$ cat src/rtl/instruction_fetch_unit_if.sv
// Fetch-stage bundle: instruction-memory request/response, execute redirect and
// decode-side delivery. The fetch unit is the master; memory/execute/decode are the slave.
interface instruction_fetch_unit_if;
  logic        imem_req_valid;
  logic        imem_req_ready;
  logic [31:0] imem_req_addr;
  logic        imem_rsp_valid;
  logic [31:0] imem_rsp_data;
  logic        redirect_valid;
  logic [31:0] redirect_pc;
  logic        id_stall;
  logic        id_valid;
  logic [31:0] id_instruction;
  logic [31:0] id_pc;
  logic [31:0] id_pc_plus4;
  logic        fetch_misalign;

  modport master (
    output imem_req_valid, imem_req_addr, id_valid, id_instruction, id_pc, id_pc_plus4,
           fetch_misalign,
    input  imem_req_ready, imem_rsp_valid, imem_rsp_data, redirect_valid, redirect_pc, id_stall
  );

  modport slave (
    input  imem_req_valid, imem_req_addr, id_valid, id_instruction, id_pc, id_pc_plus4,
           fetch_misalign,
    output imem_req_ready, imem_rsp_valid, imem_rsp_data, redirect_valid, redirect_pc, id_stall
  );
endinterface

$ cat src/rtl/instruction_fetch_unit.sv
// Fetch stage: owns the PC, keeps one imem read in flight, 1-entry skid for decode stalls.
// Optional FETCH_MISALIGN_TRAP_EN parks the unit on a misaligned redirect target.
module instruction_fetch_unit #(
  parameter logic [31:0] RESET_PC     = 32'h0000_0000,
  parameter logic [31:0] BUBBLE_INSTR = 32'h0000_0013
) (
  input  logic                      clk,
  input  logic                      reset,
  instruction_fetch_unit_if.master  bus
);

  typedef enum logic [2:0] {S_REQ, S_WAIT, S_HOLD, S_DRAIN, S_PARK} state_t;

  state_t      state, state_next;
  logic [31:0] pc, pc_next;
  logic [31:0] skid_instr, skid_pc;
  logic [31:0] redirect_target;
  logic        misalign_hit;
  logic        accept, inflight;
  logic        load_rsp, load_skid, fill_skid, clear_id;
  logic        id_valid;
  logic [31:0] id_instruction, id_pc, id_pc_plus4;

`ifdef FETCH_MISALIGN_TRAP_EN
  assign misalign_hit    = bus.redirect_valid && (bus.redirect_pc[1:0] != 2'b00);
  assign redirect_target = bus.redirect_pc;
`else
  assign misalign_hit    = 1'b0;
  assign redirect_target = bus.redirect_pc & 32'hFFFF_FFFC;
`endif

  assign bus.imem_req_valid = (state == S_REQ);
  assign bus.imem_req_addr  = pc;
  assign accept             = (state == S_REQ) && bus.imem_req_ready;
  // A request is still owed a response unless it returns in this very cycle.
  assign inflight = (((state == S_WAIT) || (state == S_DRAIN)) && !bus.imem_rsp_valid) || accept;

  always_comb begin
    state_next = state;
    pc_next    = pc;
    load_rsp   = 1'b0;
    load_skid  = 1'b0;
    fill_skid  = 1'b0;
    clear_id   = 1'b0;
    if (bus.redirect_valid) begin
      pc_next  = redirect_target;
      clear_id = 1'b1;
      if (misalign_hit)  state_next = S_PARK;
      else if (inflight) state_next = S_DRAIN;
      else               state_next = S_REQ;
    end else begin
      clear_id = !bus.id_stall;
      case (state)
        S_REQ: if (accept) state_next = S_WAIT;
        S_WAIT: begin
          if (bus.imem_rsp_valid) begin
            pc_next = pc + 32'd4;
            if (!id_valid || !bus.id_stall) begin
              load_rsp   = 1'b1;
              clear_id   = 1'b0;
              state_next = S_REQ;
            end else begin
              fill_skid  = 1'b1;
              state_next = S_HOLD;
            end
          end
        end
        S_HOLD: begin
          if (!bus.id_stall) begin
            load_skid  = 1'b1;
            clear_id   = 1'b0;
            state_next = S_REQ;
          end
        end
        S_DRAIN: if (bus.imem_rsp_valid) state_next = S_REQ;
        default: state_next = state;
      endcase
    end
  end

  always_ff @(posedge clk) begin
    if (reset) state <= S_REQ;
    else       state <= state_next;
  end

  // ---- decode-facing registers and PC ----
  always_ff @(posedge clk) begin
    if (reset) begin
      pc             <= RESET_PC;
      id_valid       <= 1'b0;
      id_instruction <= BUBBLE_INSTR;
      id_pc          <= 32'h0000_0000;
      id_pc_plus4    <= 32'h0000_0004;
    end else begin
      pc <= pc_next;
      if (load_rsp) begin
        id_valid       <= 1'b1;
        id_instruction <= bus.imem_rsp_data;
        id_pc          <= pc;
        id_pc_plus4    <= pc + 32'd4;
      end else if (load_skid) begin
        id_valid       <= 1'b1;
        id_instruction <= skid_instr;
        id_pc          <= skid_pc;
        id_pc_plus4    <= skid_pc + 32'd4;
      end else if (clear_id) begin
        id_valid       <= 1'b0;
        id_instruction <= BUBBLE_INSTR;
      end
    end
  end

  // ---- skid entry: data only, validity is implied by S_HOLD ----
  always_ff @(posedge clk) begin
    if (fill_skid) begin
      skid_instr <= bus.imem_rsp_data;
      skid_pc    <= pc;
    end
  end

`ifdef FETCH_MISALIGN_TRAP_EN
  logic misalign;
  always_ff @(posedge clk) begin
    if (reset)                   misalign <= 1'b0;
    else if (bus.redirect_valid) misalign <= misalign_hit;
  end
  assign bus.fetch_misalign = misalign;
`else
  assign bus.fetch_misalign = 1'b0;
`endif

  assign bus.id_valid       = id_valid;
  assign bus.id_instruction = id_instruction;
  assign bus.id_pc          = id_pc;
  assign bus.id_pc_plus4    = id_pc_plus4;

endmodule
$ cat src/flat_wrapper.sv
// flat-port wrapper written by rule: the top's interface ports become plain ports
module instruction_fetch_unit_flat 
#(
  parameter logic [31:0] RESET_PC     = 32'h0000_0000,
  parameter logic [31:0] BUBBLE_INSTR = 32'h0000_0013
)
  (clk, reset, bus_imem_req_valid, bus_imem_req_addr, bus_id_valid, bus_id_instruction, bus_id_pc, bus_id_pc_plus4, bus_fetch_misalign, bus_imem_req_ready, bus_imem_rsp_valid, bus_imem_rsp_data, bus_redirect_valid, bus_redirect_pc, bus_id_stall);
  instruction_fetch_unit_if bus_i ();
  input  logic clk;
  input  logic reset;
  output wire logic [$bits(bus_i.imem_req_valid)-1:0] bus_imem_req_valid;
  output wire logic [$bits(bus_i.imem_req_addr)-1:0] bus_imem_req_addr;
  output wire logic [$bits(bus_i.id_valid)-1:0] bus_id_valid;
  output wire logic [$bits(bus_i.id_instruction)-1:0] bus_id_instruction;
  output wire logic [$bits(bus_i.id_pc)-1:0] bus_id_pc;
  output wire logic [$bits(bus_i.id_pc_plus4)-1:0] bus_id_pc_plus4;
  output wire logic [$bits(bus_i.fetch_misalign)-1:0] bus_fetch_misalign;
  input wire logic [$bits(bus_i.imem_req_ready)-1:0] bus_imem_req_ready;
  input wire logic [$bits(bus_i.imem_rsp_valid)-1:0] bus_imem_rsp_valid;
  input wire logic [$bits(bus_i.imem_rsp_data)-1:0] bus_imem_rsp_data;
  input wire logic [$bits(bus_i.redirect_valid)-1:0] bus_redirect_valid;
  input wire logic [$bits(bus_i.redirect_pc)-1:0] bus_redirect_pc;
  input wire logic [$bits(bus_i.id_stall)-1:0] bus_id_stall;
  assign bus_imem_req_valid = bus_i.imem_req_valid;
  assign bus_imem_req_addr = bus_i.imem_req_addr;
  assign bus_id_valid = bus_i.id_valid;
  assign bus_id_instruction = bus_i.id_instruction;
  assign bus_id_pc = bus_i.id_pc;
  assign bus_id_pc_plus4 = bus_i.id_pc_plus4;
  assign bus_fetch_misalign = bus_i.fetch_misalign;
  assign bus_i.imem_req_ready = bus_imem_req_ready;
  assign bus_i.imem_rsp_valid = bus_imem_rsp_valid;
  assign bus_i.imem_rsp_data = bus_imem_rsp_data;
  assign bus_i.redirect_valid = bus_redirect_valid;
  assign bus_i.redirect_pc = bus_redirect_pc;
  assign bus_i.id_stall = bus_id_stall;
  instruction_fetch_unit #(.RESET_PC(RESET_PC), .BUBBLE_INSTR(BUBBLE_INSTR)) u_core (.clk(clk), .reset(reset), .bus(bus_i));
endmodule
$ cat config.mk
export PLATFORM = sky130hd
export DESIGN_NAME = instruction_fetch_unit_flat
export DESIGN_NICKNAME = d
export VERILOG_FILES = /design/src/rtl/instruction_fetch_unit_if.sv /design/src/rtl/instruction_fetch_unit.sv /design/src/flat_wrapper.sv
export SDC_FILE = /design/constraint.sdc
export NUM_CORES = 1
export LEC_CHECK = 0
export ABC_AREA = 1
export CELL_PAD_IN_SITES_DETAIL_PLACEMENT = 2
export CELL_PAD_IN_SITES_GLOBAL_PLACEMENT = 2
export CORE_MARGIN = 2
export CORE_UTILIZATION = 29
export DETAILED_ROUTE_END_ITERATION = 6
export PLACE_DENSITY_LB_ADDON = 0.1
export SLEW_MARGIN = 20
export SYNTH_ARGS = -nofsm -noshare
export SYNTH_HDL_FRONTEND = slang
export SYNTH_SLANG_ARGS = --single-unit
$ cat constraint.sdc
create_clock -name clk -period 6.2 [get_ports clk]
set_clock_uncertainty 0.2 [all_clocks]
set_input_delay 0.93 -clock clk [delete_from_list [all_inputs] [get_ports clk]]
set_output_delay 0.93 -clock clk [all_outputs]
set_load 0.05 [all_outputs]
### After elaboration in Yosys (flattened, before gate mapping)

Index checks and enable logic that the tools add are counted.

* add/sub/neg operators: 2
* equal/unequal tests: 7
* multiplexer cells: 37
* reductions and logical operators: 18

Operators by type and width (number)
* two-way mux 32 bit: 10
* adder 32 x 3 -> 32 bit, second input constant: 2
* two-way mux 1 bit: 18
* two-way mux 3 bit: 5
* case mux 3 bit (4 select lines): 1
* != test 3 bit, second input constant: 3
* == test 3 x 2 -> 1 bit, second input constant: 2
* nonzero test 2 bit: 3
* AND reduction 5 bit: 1
* nonzero test 5 bit: 1
* two-way mux 2 bit: 2
* AND reduction 2 bit: 2
* == test 3 x 1 -> 1 bit, second input constant: 1
* zero test 1 bit: 3
* zero test 3 bit: 1
* logical OR 1 bit: 3
* != test 3 x 1 -> 1 bit, second input constant: 1
* nonzero test 3 bit: 1
* logical AND 1 bit: 2
* case mux 1 bit (2 select lines): 1
* OR reduction 2 bit: 1

* register bits after elaboration: 196
* input port bits: 70
* logic and storage cells: 73

### Depth between registers and ports, before layout

* depth in word-level cells: 9
* depth in mapped cells: 12
* gate-level depth less buffers: 11

### Least setup slack after synthesis

Ideal clock, no wire load.

* path kind: input-to-reg
* start point: input port bus_redirect_valid
* end point: register u_core.skid_instr[0] (enable)
* setup time: 0.482 ns
* arrival time: 4.067 ns
* path slack: 1.451 ns
* cell stages on the path: 5
* cell sequence: buf_4 -> nor2_2 -> buf_2 -> inv_1 -> nor2_1

* longest elaborated chain between the ends: 1

RTL lines
* start: declaration: RTL line flat_wrapper.sv:21 `input wire logic [$bits(bus_i.redirect_valid)-1:0] bus_redirect_valid;`
* two-way mux 1 bit: RTL line instruction_fetch_unit.sv:45 `if (bus.redirect_valid) begin`
* named net u_core.fill_skid: RTL line instruction_fetch_unit.sv:20 `logic load_rsp, load_skid, fill_skid, clear_id;`
* end signal: assignment: RTL line instruction_fetch_unit.sv:116 `skid_instr <= bus.imem_rsp_data;`
* end: declaration: RTL line instruction_fetch_unit.sv:16 `logic [31:0] skid_instr, skid_pc;`

The timed path passes the listed nets, and every way through them passes these cells.
A chain may end at the register's enable or synchronous reset.

### Worst setup path after layout

* start point: input port bus_id_stall
* end point: register u_core.id_pc_plus4[18] (netlist: u_core.bus.id_pc_plus4[18])

* longest elaborated chain between the ends: 7

RTL lines
* start: declaration: RTL line flat_wrapper.sv:23 `input wire logic [$bits(bus_i.id_stall)-1:0] bus_id_stall;`
* zero test 1 bit: RTL line instruction_fetch_unit.sv:58 `if (!id_valid || !bus.id_stall) begin`
* logical OR 1 bit: RTL line instruction_fetch_unit.sv:58
* two-way mux 1 bit: RTL line instruction_fetch_unit.sv:58
* two-way mux 1 bit: RTL line instruction_fetch_unit.sv:56 `if (bus.imem_rsp_valid) begin`
* two-way mux 1 bit: RTL line instruction_fetch_unit.sv:53 `case (state)`
* two-way mux 1 bit: RTL line instruction_fetch_unit.sv:45
* two-way mux 32 bit / nonzero test 2 bit (equally long branches)
* end signal: assignment: RTL line instruction_fetch_unit.sv:100 `id_pc_plus4 <= pc + 32'd4;`
* end signal: assignment: RTL line instruction_fetch_unit.sv:105 `id_pc_plus4 <= skid_pc + 32'd4;`
* end: declaration: RTL line instruction_fetch_unit.sv:22 `logic [31:0] id_instruction, id_pc, id_pc_plus4;`

Several ways; a longest one is shown, not always the timed one.

==> qor.yml <==
logic_synthesis:
  synth_top_family_by_area: "simple AND/OR/NAND/NOR gates"
  synth_top_area_share_pct: 27.5
  ys_warn_count: 0
  postSynthAreaPerCell_um2: 7.48
  synth_ff_type: "dfxtp_1"
  ys_async_sr_fraction_pct: 0
  yosys.area_share.simple_pct: 29.9
  ys_ff_latch: 187
  syn_area_um2: 9090
  synth_compound_area_share_pct: 11.4
  seq_area_frac_synth_pct: 48.0
  synthMuxAreaShare_pct: 0
  synthAdderAreaFrac_pct: 0.825
  yosys.area.top_type: "dfxtp_1"
  synth_edf_count: 62
  synth_cells: 1216
  synth_xor_area_share_pct: 1.61
  ys_types: 43
  yosys-top-cells-area: "dfxtp_1, edfxtp_1, nand2_1"
timing:
  rsz0062_at_grt: "no"
  setup_viol_count_final: 0
  hold_viol: 0
  fmax_ghz: 0.253
  period_share_pct: 63.9
  maxSlewHeadroom_pct: 31.5
  tns_ps: 0
  worst_pin_slew_ps: 1020
  min_period_ps: 3960
  maxSlewViolCount: 0
clock_tree:
  cts.clk_slew.worst_paths_ps: 80
  numCtsBuffers: 17
  cts_tree: "built"
  hold_buffers: 0
  cts.sinks: 187
  cts_buffer_depth: 2
  cts-root-buf: "clkbuf_16"
  clk_latency_ps: 460
  post_cts_buffers: 0
  cts-resized-gates: 0
  h-tree-depth: 4
cells_and_area:
  nets: 1463
  final_cell_mix: "nand2_1, clkdlybuf4s50_1, dfxtp_1"
  final_cells: 1796
  final_core_util_pct: 38.8
  insertedDiodeCount: 0
  layout_commonest_cell: "nand2_1"
  drive_gt1_share_pct: 6.29
  syn_to_final_growth_pct: 31.2
route:
  wire_per_inst_um: 20.9
  vias: 8973
  ant_nets: 0
  viasPerCell: 5.00
  drc_errors: 0
  drt_iter0_drc: 404
  first_pass_iters: 5
  wl_um: 37600
setup_path:
  crit_start: "bus_id_stall"
  regToRegStartpoint: "u_core.state[1]$_SDFFE_PP0P_"
  slowest_delay_ps: 900
  cp-start-kind: "input pin"
  cp.required_ps: 6390
  crit_type: "in2reg"
  cp_max_fo: 45
  slowest_stage: "inv_2"
  cp-end-kind: "flip-flop"
  critPathArrivalTime_ps: 4150
  crit_chain: "clkdlybuf4s50_1 -> nand2_1 -> nand2_2 -> nand2_2 -> inv_2 -> buf_4 -> nand2_1 -> o211ai_1 -> nor2_1 -> nor2_1"
floorplan:
  die_w_um: 181
  rows: 64
  ios: 201
  start_util_pct: 29.6
  core_um2: 30700
  dieArea_um2: 32800
  die_y_um: 181
pwr:
  power.total_mw: 3.54
  vdd_ir_drop_max_v: 0.000173
  leakagePower_nw: 4.59
  p_per_area_nw_per_um2: 297
place:
  portBuffers: 191
  dp_cells: 1764
  dp_hpwl_um: 27000
  gp_congestion: 0.880
global_route:
  antenna_found_initial: 0
  grt_pass1_vias: 9677
  grt_overflow_total: 0
  grt_max_degree: 58
  grt_pass1_wl_um: 58100
  track_usage_pct: 23.2
outcome:
  status: "complete, no violations"
flow_run:
  cap_violations: 0
hold_path:
  hold_path_class: "reg2reg"
  min-delay-start: "u_core.bus.id_pc_plus4[16]$_SDFFE_PP0P_"
[where the power goes]
group	total (mW)	internal [mW]	switching, mW
sequential	1.43	1.35	0.0811
clock	1.14	0.564	0.578
combinational	0.969	0.289	0.680
total	3.54	2.20	1.34
[worst paths after layout]
check | to | slack [ps] | cells past startpoint
setup / recovery | u_core.bus.id_pc_plus4[18]$_SDFFE_PP0P_ | 2240 | 10
hold / removal | u_core.bus.id_pc_plus4[16]$_SDFFE_PP0P_ | 270 | 2
setup reg to reg | u_core.bus.id_pc_plus4[18]$_SDFFE_PP0P_ | 2570 | 12
hold reg to reg | u_core.bus.id_pc_plus4[16]$_SDFFE_PP0P_ | 270 | 2
[layer usage]
| layer | vias up | routed length, µm | share of wire, % | global-route usage (%) |
|---|---|---|---|---|
| met5 | - | 0 | 0 | 0 |
| met4 | 0 | 467 | 1.2 | 5.56 |
| met3 | 26 | 1390 | 3.7 | 3.73 |
| met2 | 176 | 17400 | 46 | 38.1 |
| met1 | 4502 | 18400 | 49 | 32.0 |
| li1 | 4269 | - | - | - |
[cell usage after synthesis, types with 8 or more instances]
| library cell | count |
|---|---|
| buf_4 | 10 |
| nand2_2 | 8 |
| nor2_2 | 8 |
| clkbuf_1 | 17 |
| nor2_1 | 102 |
| buf_2 | 22 |
| a21oi_1 | 31 |
| o211ai_1 | 11 |
| inv_1 | 113 |
| o221ai_1 | 14 |
| edfxtp_1 | 62 |
| xor2_1 | 11 |
| nand2_1 | 457 |
| dfxtp_1 | 125 |
| a31oi_1 | 48 |
| o21ai_0 | 37 |
| nand3_1 | 64 |
[metrics by stage]
stage               cell area (µm²)  hold slack, ps  worst slack [ps]
floorplan                      9120             290              1450
global placement              11300             252              1790
detailed placement            11300             258              1730
CTS                           11900             270              2220
global route                  11900             299              1980
finish                        11900             269              2240
[layout make-up]
cell class / count / area [µm²]
Multi-Input combinational cell: 857 / 4010
Clock buffer: 18 / 450
Fill cell: 3563 / 18800
Timing Repair Buffer: 203 / 2010
Inverter: 121 / 454
Sequential cell: 187 / 4360
Clock inverter: 14 / 143
Tap cell: 396 / 495
[sequential cells by signal, indices dropped and copies added, names as in the netlist]
signal and cells:
u_core.bus.id_pc_plus4 30, u_core.skid_pc 30, u_core.skid_instr 32, u_core.state 2
u_core.bus.id_instruction 32, u_core.bus.id_valid 1, u_core.bus.imem_req_addr 30, u_core.bus.id_pc 30
[cell families (layout without fill, tap and decap cells)]
| logic type | after synthesis | in the layout |
|---|---|---|
| AO/OA/AOI/OAI | 168 | 168 |
| XOR/XNOR | 15 | 15 |
| other | 1 | 7 |
| buffers and inverters | 178 | 356 |
| adder cells (fa/ha/maj) | 6 | 6 |
| AND/OR/NAND/NOR | 661 | 661 |
| flip-flops | 187 | 187 |
[worst max-delay path, delay by kind of cell]
family / cells / cell delay [ps]
buffers and inverters: 3 / 1750
and+or+nand+nor: 6 / 1350
AOI/OAI and AO/OA: 1 / 100
(Power assumes the default switching activity.)
